==> src/rtl/pc_seq.sv <==
// Instruction-fetch sequencer: owns the word-addressed PC, runs one imem req/ack
// transaction at a time and hands fetched instructions to decode over valid/ready.
module pc_seq #(
    parameter logic [29:0] RESET_PC = 30'h0000_0C00
) (
    input  logic        clk,
    input  logic        rst,
    output logic        imem_req,
    output logic [29:0] imem_addr,
    input  logic        imem_ack,
    input  logic [31:0] imem_rdata,
    output logic        inst_valid,
    output logic [31:0] inst,
    output logic [29:0] inst_pc,
    input  logic        inst_ready,
    input  logic        redir_valid,
    input  logic [29:0] redir_target,
    input  logic        halt,
    output logic [29:0] pc
);

    typedef enum logic [2:0] {
        IDLE,
        REQ,
        HOLD,
        DRAIN,
        HALTED
    } state_t;

    state_t      state, state_nxt;
    logic [29:0] pc_q, pc_nxt;
    logic [29:0] pend_q, pend_nxt;
    logic [31:0] inst_q;
    logic [29:0] inst_pc_q;
    logic        capture;

    // NOTE: every variable gets a default before the case; a path that skips an
    // assignment would otherwise infer a latch.
    always_comb begin
        state_nxt = state;
        pc_nxt    = pc_q;
        pend_nxt  = pend_q;
        capture   = 1'b0;
        unique case (state)
            IDLE: begin
                if (redir_valid) pc_nxt = redir_target;
                state_nxt = halt ? HALTED : REQ;
            end
            REQ: begin
                if (imem_ack && redir_valid) begin
                    pc_nxt = redir_target;
                end else if (imem_ack) begin
                    capture   = 1'b1;
                    pc_nxt    = pc_q + 30'd1;
                    state_nxt = HOLD;
                end else if (redir_valid) begin
                    pend_nxt  = redir_target;
                    state_nxt = DRAIN;
                end
            end
            DRAIN: begin
                // The issued request stays on the bus; its data is thrown away.
                if (imem_ack) begin
                    pc_nxt    = redir_valid ? redir_target : pend_q;
                    state_nxt = REQ;
                end else if (redir_valid) begin
                    pend_nxt = redir_target;
                end
            end
            HOLD: begin
                if (redir_valid) pc_nxt = redir_target;
                if (inst_ready)       state_nxt = halt ? HALTED : REQ;
                else if (redir_valid) state_nxt = REQ;
            end
            HALTED: begin
                if (redir_valid) pc_nxt = redir_target;
                if (!halt) state_nxt = REQ;
            end
            default: state_nxt = IDLE;
        endcase
    end

    // NOTE: sequential state uses non-blocking assignments only, so every
    // register samples the pre-edge values regardless of statement order.
    always_ff @(posedge clk or posedge rst) begin
        if (rst) begin
            state     <= IDLE;
            pc_q      <= RESET_PC;
            // NOTE: pend is always written before it is read, but resetting it
            // keeps the whole datapath free of X after reset at negligible cost.
            pend_q    <= RESET_PC;
            inst_q    <= 32'd0;
            inst_pc_q <= 30'd0;
        end else begin
            state  <= state_nxt;
            pc_q   <= pc_nxt;
            pend_q <= pend_nxt;
            if (capture) begin
                inst_q    <= imem_rdata;
                inst_pc_q <= pc_q;
            end
        end
    end

    // Address is the PC itself: DRAIN leaves pc untouched until the ack.
    assign imem_req   = (state == REQ) || (state == DRAIN);
    assign imem_addr  = pc_q;
    assign inst_valid = (state == HOLD);
    assign inst       = inst_q;
    assign inst_pc    = inst_pc_q;
    assign pc         = pc_q;

endmodule

==> config.mk <==
export PLATFORM = sky130hd
export DESIGN_NAME = pc_seq
export DESIGN_NICKNAME = d
export VERILOG_FILES = /design/src/rtl/pc_seq.sv
export SDC_FILE = /design/constraint.sdc
export NUM_CORES = 1
export LEC_CHECK = 0
export CORE_MARGIN = 1.5
export CORE_UTILIZATION = 48
export CTS_CLUSTER_DIAMETER = 200
export CTS_CLUSTER_SIZE = 28
export DETAILED_ROUTE_END_ITERATION = 6
export PLACE_DENSITY = 0.84
export SETUP_SLACK_MARGIN = 0.1
export SKIP_CTS_REPAIR_TIMING = 1
export SLEW_MARGIN = 10
export SYNTH_ARGS = -nofsm -noshare
export SYNTH_HDL_FRONTEND = slang
export SYNTH_SLANG_ARGS = --single-unit
==> constraint.sdc <==
create_clock -name clk -period 5.2 [get_ports clk]
set_input_delay 0.52 -clock clk [delete_from_list [all_inputs] [get_ports clk]]
set_output_delay 0.52 -clock clk [all_outputs]
set_load 0.005 [all_outputs]
### Word level (Yosys, flattened, before mapping)

Cells that the tools add are included.

* bits in registers: 125
* RAM bits: 0
* bits in latches: 0
* memories: 0
* memory bits (read-only): 0

* multiplexer cells: 21
* div/mod/pow operators: 0
* bitwise logic cells: 0
* magnitude comparators: 0
* reduce and logical (&&, ||, !) cells: 9
* equality and inequality tests: 11
* $mul: 0
* add/sub/neg operators: 1
* shift-type cells: 0

Operators with widths (count)
* two-way mux 30 bit: 7
* one-hot mux 30 bit (3 select lines): 1
* one-hot mux 30 bit (2 select lines): 1
* adder 30 x 1 -> 30 bit, second input constant: 1
* two-way mux 3 bit: 8
* one-hot mux 3 bit (5 select lines): 1
* == test 3 x 2 -> 1 bit, second input constant: 2
* != test 2 bit, second input constant: 3
* != test 3 bit, second input constant: 2
* AND reduction 5 bit: 1
* AND reduction 4 bit: 1
* == test 3 x 1 -> 1 bit, second input constant: 1
* == test 3 bit, second input constant: 1
* logical NOT 3 bit: 1
* two-way mux 1 bit: 3
* != test 3 x 1 -> 1 bit, second input constant: 1
* nonzero test 3 bit: 1
* OR reduction 3 bit: 1
* != test 2 x 1 -> 1 bit, second input constant: 1
* AND reduction 2 bit: 1
* nonzero test 2 bit: 1
* logical AND 1 bit: 1
* logical OR 1 bit: 1

### Longest topological paths before layout

Gate-level depths: netlist of the first run.

* depth after elaboration: 4
* gate-level depth with buffers: 8
* mapped depth without buffers: 6

### Worst setup path after synthesis of the first run

Ideal clock, no wire load.

* path type: flip-flop to flip-flop
* from: register pc_q[10] (netlist: imem_addr[10])
* to: register pc_q[23] (netlist: imem_addr[23])
* required time: 5061 ps
* stages on the path, launching flop included: 7
* arrival time: 2220 ps
* setup slack: 2841 ps
* clock period less this slack: 2359 ps
* cell sequence: dfstp_2 -> nand4_2 -> or4b_4 -> buf_6 -> nor4_4 -> nor4_1 -> or4_1

* word-level cells in the longest chain between the ends: 4

Ends and longest elaborated chain
* from (decl): RTL line 31 `logic [29:0] pc_q, pc_nxt;`
* from (signal assigned): RTL line 96 `pc_q <= pc_nxt;`
* adder 30 x 1 -> 30 bit: RTL line 54 `pc_nxt = pc_q + 30'd1;`
* two-way mux 30 bit: RTL line 52 `end else if (imem_ack) begin`
* two-way mux 30 bit: RTL line 50 `if (imem_ack && redir_valid) begin`
* one-hot mux 30 bit (3 select lines): RTL line 44 `unique case (state)`

Every way passes these cells. The select of a mux whose other input is x is not followed.
A chain may end at the register's enable or synchronous reset.

### Final worst setup path of the first run

* from: input port redir_valid
* to: register pc_q[8] (netlist: imem_addr[8])

* word-level cells in the longest chain between the ends: 3

Ends and longest elaborated chain
* from (decl): RTL line 16 `input logic redir_valid,`
* two-way mux 30 bit or logical AND 1 bit (tied branches)
* two-way mux 30 bit, or another cell as far along: RTL line 63 `if (imem_ack) begin`
* one-hot mux 30 bit (3 select lines) or AND reduction 4 bit (tied branches)

Parallel ways exist; a longest one is shown, timed or not. The select of a mux whose other input is x is not followed.

==> results of run 1 <==
==> final timing paths <==
kind	from	to	slack [ps]	cells after the start
max	redir_valid	imem_addr[8]$_DFFE_PP0P_	2500	5
min	rst	inst_pc[2]$_DFFE_PP0P_	490	2
max reg2reg	state[0]$_DFFE_PP0P_	imem_addr[8]$_DFFE_PP0P_	2550	6
min reg2reg	inst_pc[1]$_DFFE_PP0P_	inst_pc[1]$_DFFE_PP0P_	500	1
max in group asynchronous	rst	inst_pc[25]$_DFFE_PP0P_	3640	3
min in group clk	inst_pc[1]$_DFFE_PP0P_	inst_pc[1]$_DFFE_PP0P_	500	1
==> critical path, cell delays in order <==
cell             delay, ps
clkdlybuf4s50_1        610
and2_1                 590
nor2_1                 740
o31ai_1                180
a221o_1                360
==> registers in the layout (all words and copies together) (netlist names) <==
signal and flops:
imem_addr 30, inst 32, state 3, pend_q 30
inst_pc 30
==> cells by family (layout without fill, tap and decap cells) <==
logic type | after synthesis | in the layout | share of synthesized area (%)
compound gates | 135 | 135 | 14.66
xor+xnor | 5 | 5 | 0.6888
fa+ha+maj | 1 | 1 | 0.1968
buf+inv | 80 | 244 | 6.751
flops | 125 | 125 | 49.28
mux | 94 | 94 | 16.59
simple gates | 138 | 138 | 11.83
==> layout by cell type, fill, tap and decap left out, drive strengths merged, types with 5 or more instances in the layout <==
cell           instances
a221o                  6
dfrtp                121
o31ai                  9
a211oi                 9
a21o                   5
o221ai                 8
a22o                   7
nand2                 24
nor4                   6
buf                    9
and2                   5
o21ai                 22
xor2                   5
a21oi                 29
nor3                   8
inv                   12
mux2                  91
clkbuf                25
nor2                  35
nand3                 15
nand4                  7
o22ai                 12
clkinv                 5
clkdlybuf4s50        191
nand2b                 9
==> area by class of cell <==
class,count,area (um2),share of cell area (%)
sequential,125,3133,35.87
tap,172,215.2,2.464
multi-input combinational,373,2811,32.19
timing repair buffer,200,1979,22.66
clock buffer,25,485.5,5.558
inverter,12,47.55,0.5443
clock inverter,7,62.56,0.7162
==> power by group through the flow <==
| stage | logic (mW) | registers, mW | clock network [mW] |
|---|---|---|---|
| floorplan | 1.40 | 1.86 | 0 |
| global placement | 2.45 | 1.93 | 0 |
| detailed placement | 2.53 | 1.98 | 0 |
| CTS | 2.54 | 1.97 | 1.12 |
| global route | 2.74 | 2.06 | 1.16 |
| finish | 2.53 | 1.98 | 1.10 |
==> per-layer routing <==
layer  track usage, %  vias to the layer above
met5                0                        -
met4            12.80                        0
met3            9.981                       47
met2            42.15                      305
met1            29.52                     2665
li1                 -                     2400
==> metrics.txt, run 1 <==
status complete, no violations; Sw Ratio 33.95%; met1 WL 6810 um; TritonCTS Buffers 17; Clk pin slew, worst setup/hold paths 50 ps; Setup Viol. Count Final 0; Setup WS pre-CTS 2116 ps; final period utilization 52.00%; router iterations before antenna repair 5; PortBufs 191; number of remaining DRC errors 0; clock sinks 125; clock skew 5.057 ps; Slew headroom 35.65%; largest net degree at the start of global routing 53; TritonCTS clock tree yes; GRT Util Overall 25.81%; Post-DP HPWL 11990 um; dpl cells 882; post-synthesis sequential area ratio 49.28%; Switch Pwr 1.907 mW; WL final 17610 um; Least-Margin Pin Slew 965.2 ps; RSZ-0062 raised after global routing no; Comb pwr share 45.1%; Mapped Nets 647; HP Class input pin to async pin; critical path data arrival time 3000 ps; P_int 3.710 mW; Die Wd 118.1 um; n_diodes 0; max-slew violation count 0; Synth Warn # 0; critical path type input pin to flop; htree depth 4; Placer Congestion 0.8745; Synth area leader dfrtp_1; Crit Path Max Fanout 25; initial antenna violation count 0; total power 5.617 mW; Hold WS 488.4 ps; placement-stage cell area 8187 um2; Post-synth EDFFs 0; Netlist cell types 62; layout cells sized above 1 19.54%; nets 798; Overflow after GRT 0; post-route ant nets 0; routed length per instance 19.26 um; Power per Cell Area 643.0 nW/um2; Final Hold Vio Count 0; slack of the critical path 2496 ps; setup TNS 0 ps; core area 12770 um2; top post-synthesis cells by count dfrtp_1, mux2_2, nor2_1; Root Buffer clkbuf_16; Synth area leaders dfrtp_1, mux2_2, buf_4; main flop type after synthesis dfrtp_1; Layout area overhead 37.39%; synthesized area 6357 um2; Initial Utilization 49.77%; Setup crit start kind input pin; leakage 3.552 nW; vias in the first global route 5717; die area 13940 um2; Rows 41; Layout fillers 888; Clock Power Share 19.6%; Yosys top cell area share 47.63%; Finished Cell Area 8735 um2; final core occ 68.38%; WL met3 1662 um; most numerous cell in the Yosys netlist dfrtp_1; Critical Path Sink Type flop; Syn Inst Count 578; Critical Path RT 5500 ps; Vias per Instance 5.927; DR top layer met4; I/O Pins 192; sequential power share 35.3%; post-route minimum period 2704 ps; DR vias 5417; initial DRC count 584; die height 118.1 um; met2 WL 8672 um; number of synthesized register bits 125; Max clock buf depth 2; fmax 369.8 MHz; global-route wire length before repair 28590 um; share of flip-flops with an asynchronous set or reset 100.0%; Worst-Skew Late Latency 420 ps; Cell Count, Final, Fillers Out 914; VDD IR max 311.8 uV; max cap viols 0; Syn Area/Cell 11.00 um2
Power figures use the tool's default switching activity.
==> inputs of run 2 (changes only) <==
Settings changed: CORE_UTILIZATION 48 to 43, PLACE_DENSITY 0.84 to 0.8.
Clock period 5.2 ns to 2.3 ns, I/O delays scaled along.
==> metrics.txt, run 2 (synthesized netlist as in run 1, its figures left out) <==
status complete, no violations; initial DRC count 494; nets 840; Slew headroom 65.84%; Critical Path Sink Type flop; Worst R2R Start imem_addr[10]$_DFFE_PP1P_; Die Wd 124.6 um; post-route ant nets 0; PortBufs 191; post-route minimum period 2210 ps; layout cells sized above 1 24.87%; critical path buffer and inverter count 1; TritonCTS clock tree yes; critical path type flop to flop; most frequent cells in the layout clkdlybuf4s50_1, dfrtp_1, mux2_2; HP Class input pin to async pin; Setup Viol. Count Final 0; GRT Util Overall 24.20%; slowest stage delay, CP 590 ps; Rows 44; die area 15520 um2; WL final 18710 um; most common cell after layout, fill and taps aside clkdlybuf4s50_1; DR vias 5626; Critical Path RT 2620 ps; routed length per instance 19.32 um; CP delay by family, top simple AND/OR/NAND/NOR gates; critical path data arrival time 2530 ps; slowest library cell on the worst path or4b_4; Power per Cell Area 1448 nW/um2; clock sinks 125; fmax 452.5 MHz; worst setup path start imem_addr[10]$_DFFE_PP1P_; die height 124.6 um; Final Hold Vio Count 0; final period utilization 96.09%; CP Cell Sequence nand4_4 -> or4b_4 -> buf_4 -> nor3_1 -> a211oi_1 -> a211oi_1; largest net degree at the start of global routing 62; Worst-Skew Late Latency 420 ps; max cap viols 0; Setup crit start kind flop; vias in the first global route 5713; Vias per Instance 5.812; Max clock buf depth 2; Post-DP HPWL 13090 um; DR top layer met4; global-route wire length before repair 29880 um; Clk pin slew, worst setup/hold paths 60 ps; met1 WL 7449 um; critical path's most frequent cell a211oi_1; Overflow after GRT 0; setup TNS 0 ps; WL met3 1212 um; Layout area overhead 44.52%; Cell Count, Final, Fillers Out 968; I/O Pins 192; router iterations before antenna repair 6; Hold WS 189.2 ps; Largest register FFs 32; Least-Margin Pin Slew 511.3 ps; n_diodes 0; initial antenna violation count 0; leakage 3.766 nW; core area 14480 um2; max-slew violation count 0; r2r setup slk 90 ps; VDD IR max 693.7 uV; Root Buffer clkbuf_16; htree depth 4; Initial Utilization 43.91%; dpl cells 934; Crit Path Max Fanout 8; number of remaining DRC errors 0; met2 WL 9473 um; clock skew 4.134 ps; Placer Congestion 0.9559; RSZ-0062 raised after global routing yes; TritonCTS Buffers 17
-- run 2: final cells by class --
cell class                 instances  area, um2
clock inverter                     7      40.04
timing repair buffer             242       2382
inverter                          12      48.80
multi-input combinational        373       2865
sequential                       125       3136
fill                            1109       5291
tap                              184      230.2
clock buffer                      25      485.5
-- run 2: worst paths after layout --
| kind | cells past startpoint | endpoint |
|---|---|---|
| max | 6 | imem_addr[21]$_DFFE_PP0P_ |
| min | 2 | inst[30]$_DFFE_PP0P_ |
| max reg2reg | 6 | imem_addr[21]$_DFFE_PP0P_ |
| min reg2reg | 1 | inst_pc[10]$_DFFE_PP0P_ |
| max in group asynchronous | 3 | state[1]$_DFFE_PP0P_ |
| min in group clk | 3 | state[2]$_DFFE_PP0P_ |
-- run 2: metrics by stage --
step | util (%) | total power [mW] | worst slack, ps | instance area, um2
finish | 63.45 | 13.31 | 89.88 | 9188
global route | 63.45 | 14.03 | 27.68 | 9188
CTS | 63.08 | 13.28 | 108.1 | 9134
detailed placement | 59.45 | 10.83 | 111.8 | 8608
global placement | 59.45 | 10.54 | 171.1 | 8608
floorplan | - | 7.387 | 86.90 | 6381
-- run 2: layer usage --
| layer | global-route usage, % | up-vias |
|---|---|---|
| li1 | - | 2487 |
| met2 | 41.11 | 281 |
| met1 | 29.05 | 2806 |
| met5 | 0 | - |
| met4 | 12.04 | 0 |
| met3 | 5.198 | 52 |
-- run 2: report_power, final --
part	total, mW	switching (mW)	internal [mW]
registers	4.23	0.873	3.35
clock network	2.40	0.952	1.45
logic	6.68	2.74	3.94
total	13.3	4.57	8.74
==> inputs of run 3 (changes only) <==
Settings changed: PLACE_DENSITY 0.8 to default, PLACE_DENSITY_LB_ADDON from default to 0.25.
==> metrics.txt, run 3 (synthesized netlist as in run 1, its figures left out) <==
status complete, no violations; initial antenna violation count 0; Crit Path Max Fanout 9; Root Buffer clkbuf_16; layout cells sized above 1 24.49%; Least-Margin Pin Slew 605.4 ps; Worst-Skew Late Latency 410 ps; max cap viols 0; leakage 3.807 nW; most common cell after layout, fill and taps aside clkdlybuf4s50_1; Max clock buf depth 2; slack of the critical path 138.5 ps; final period utilization 93.98%; VDD IR max 701.7 uV; I/O Pins 192; TritonCTS Buffers 17; Rows 44; Final Hold Vio Count 0; Setup WS pre-CTS 152.3 ps; TritonCTS clock tree yes; Power per Cell Area 1431 nW/um2; HP Class input pin to async pin; CP delay by family, top simple AND/OR/NAND/NOR gates; Placer Congestion 0.8589; Post-DP HPWL 12920 um; router iterations before antenna repair 5; RSZ-0062 raised after global routing yes; core area 14480 um2; WL final 18450 um; r2r endpoint imem_addr[22]$_DFFE_PP0P_; Vias per Instance 5.794; htree depth 4; PortBufs 191; post-route ant nets 0; GRT Util Overall 24.15%; routed length per instance 18.98 um; die height 124.6 um; Slew headroom 59.27%; R2R cell count 5; number of remaining DRC errors 0; max-slew violation count 0; initial DRC count 495; critical path type flop to flop; critical path buffer and inverter count 0; Initial Utilization 43.91%; Clk pin slew, worst setup/hold paths 50 ps; Die Wd 124.6 um; clock skew 8.475 ps; largest net degree at the start of global routing 72; slowest library cell on the worst path nor4_1; Critical Path RT 2590 ps; clock sinks 125; critical path data arrival time 2460 ps; Setup crit start kind flop; n_diodes 0; fmax 462.6 MHz; Overflow after GRT 0; CP Cell Sequence and4_1 -> nand3_2 -> nor4_1 -> o31ai_1 -> a22o_1; most frequent cells in the layout clkdlybuf4s50_1, dfrtp_1, mux2_2; vias in the first global route 5776; r2r setup slk 140 ps; global-route wire length before repair 29930 um; DR vias 5632; setup TNS 0 ps; slowest stage delay, CP 610 ps; die area 15520 um2; Setup Viol. Count Final 0; Layout area overhead 45.29%; Critical Path Sink Type flop; post-route minimum period 2161 ps; Worst R2R Start imem_addr[11]$_DFFE_PP1P_; nets 845; Largest register FFs 32
run 3: cell count changes in the layout (fill, tap and decap cells not counted), sizes merged:
cell and change:
buf +5, clkbuf +4, clkinvlp -2, clkinv -3
run 3: worst max-delay path by stage:
stage | to | slack (ps) | start | cells after the start
after floorplan | imem_addr[23]$_DFFE_PP0P_ | 90 | imem_addr[10]$_DFFE_PP1P_ | 6
after global placement | imem_addr[23]$_DFFE_PP0P_ | 200 | redir_valid | 6
after detailed placement | imem_addr[22]$_DFFE_PP0P_ | 150 | redir_valid | 7
after CTS | imem_addr[28]$_DFFE_PP0P_ | 160 | imem_addr[10]$_DFFE_PP1P_ | 6
after global routing | imem_addr[23]$_DFFE_PP0P_ | 80 | state[1]$_DFFE_PP0P_ | 5
final | imem_addr[22]$_DFFE_PP0P_ | 140 | imem_addr[11]$_DFFE_PP1P_ | 5
run 3: layer usage:
layer	GRT usage [%]	wire [um]	share of wire [%]
met3	7.302	1771	9.6
met4	11.22	582	3.2
met5	0	0	0
met1	30.13	7389	40
met2	38.49	8709	47
run 3: tightest hold or removal path, cell delays in order:
cell	delay, ps
clkdlybuf4s50_1	440
clkinvlp_4	130
buf_12	280
run 3: layout make-up:
class | instances | area, um2
Timing Repair Buffer | 247 | 2445
Inverter | 12 | 48.80
Clock buffer | 29 | 510.5
Clock inverter | 2 | 10.01
Sequential cell | 125 | 3133
Multi-Input combinational cell | 373 | 2859
Fill cell | 1145 | 5243
Tap cell | 184 | 230.2
run 3: power by group:
part           switching, mW  total, mW  internal [mW]
clock network          0.895       2.38           1.48
registers              0.844       4.19           3.35
logic                   2.71       6.65           3.94
run 3: per-stage QoR:
step / total power, mW / cells / instance area, um2 / util, % / hold WS [ps]
floorplan: 7.387 / 578 / 6381 / - / 346.8
global placement: 10.59 / 939 / 8671 / 59.89 / 485.2
detailed placement: 10.80 / 939 / 8671 / 59.89 / 491.2
CTS: 13.26 / 970 / 9191 / 63.48 / 299.8
global route: 14.05 / 972 / 9236 / 63.79 / 324.8
finish: 13.22 / 972 / 9236 / 63.79 / 288.3
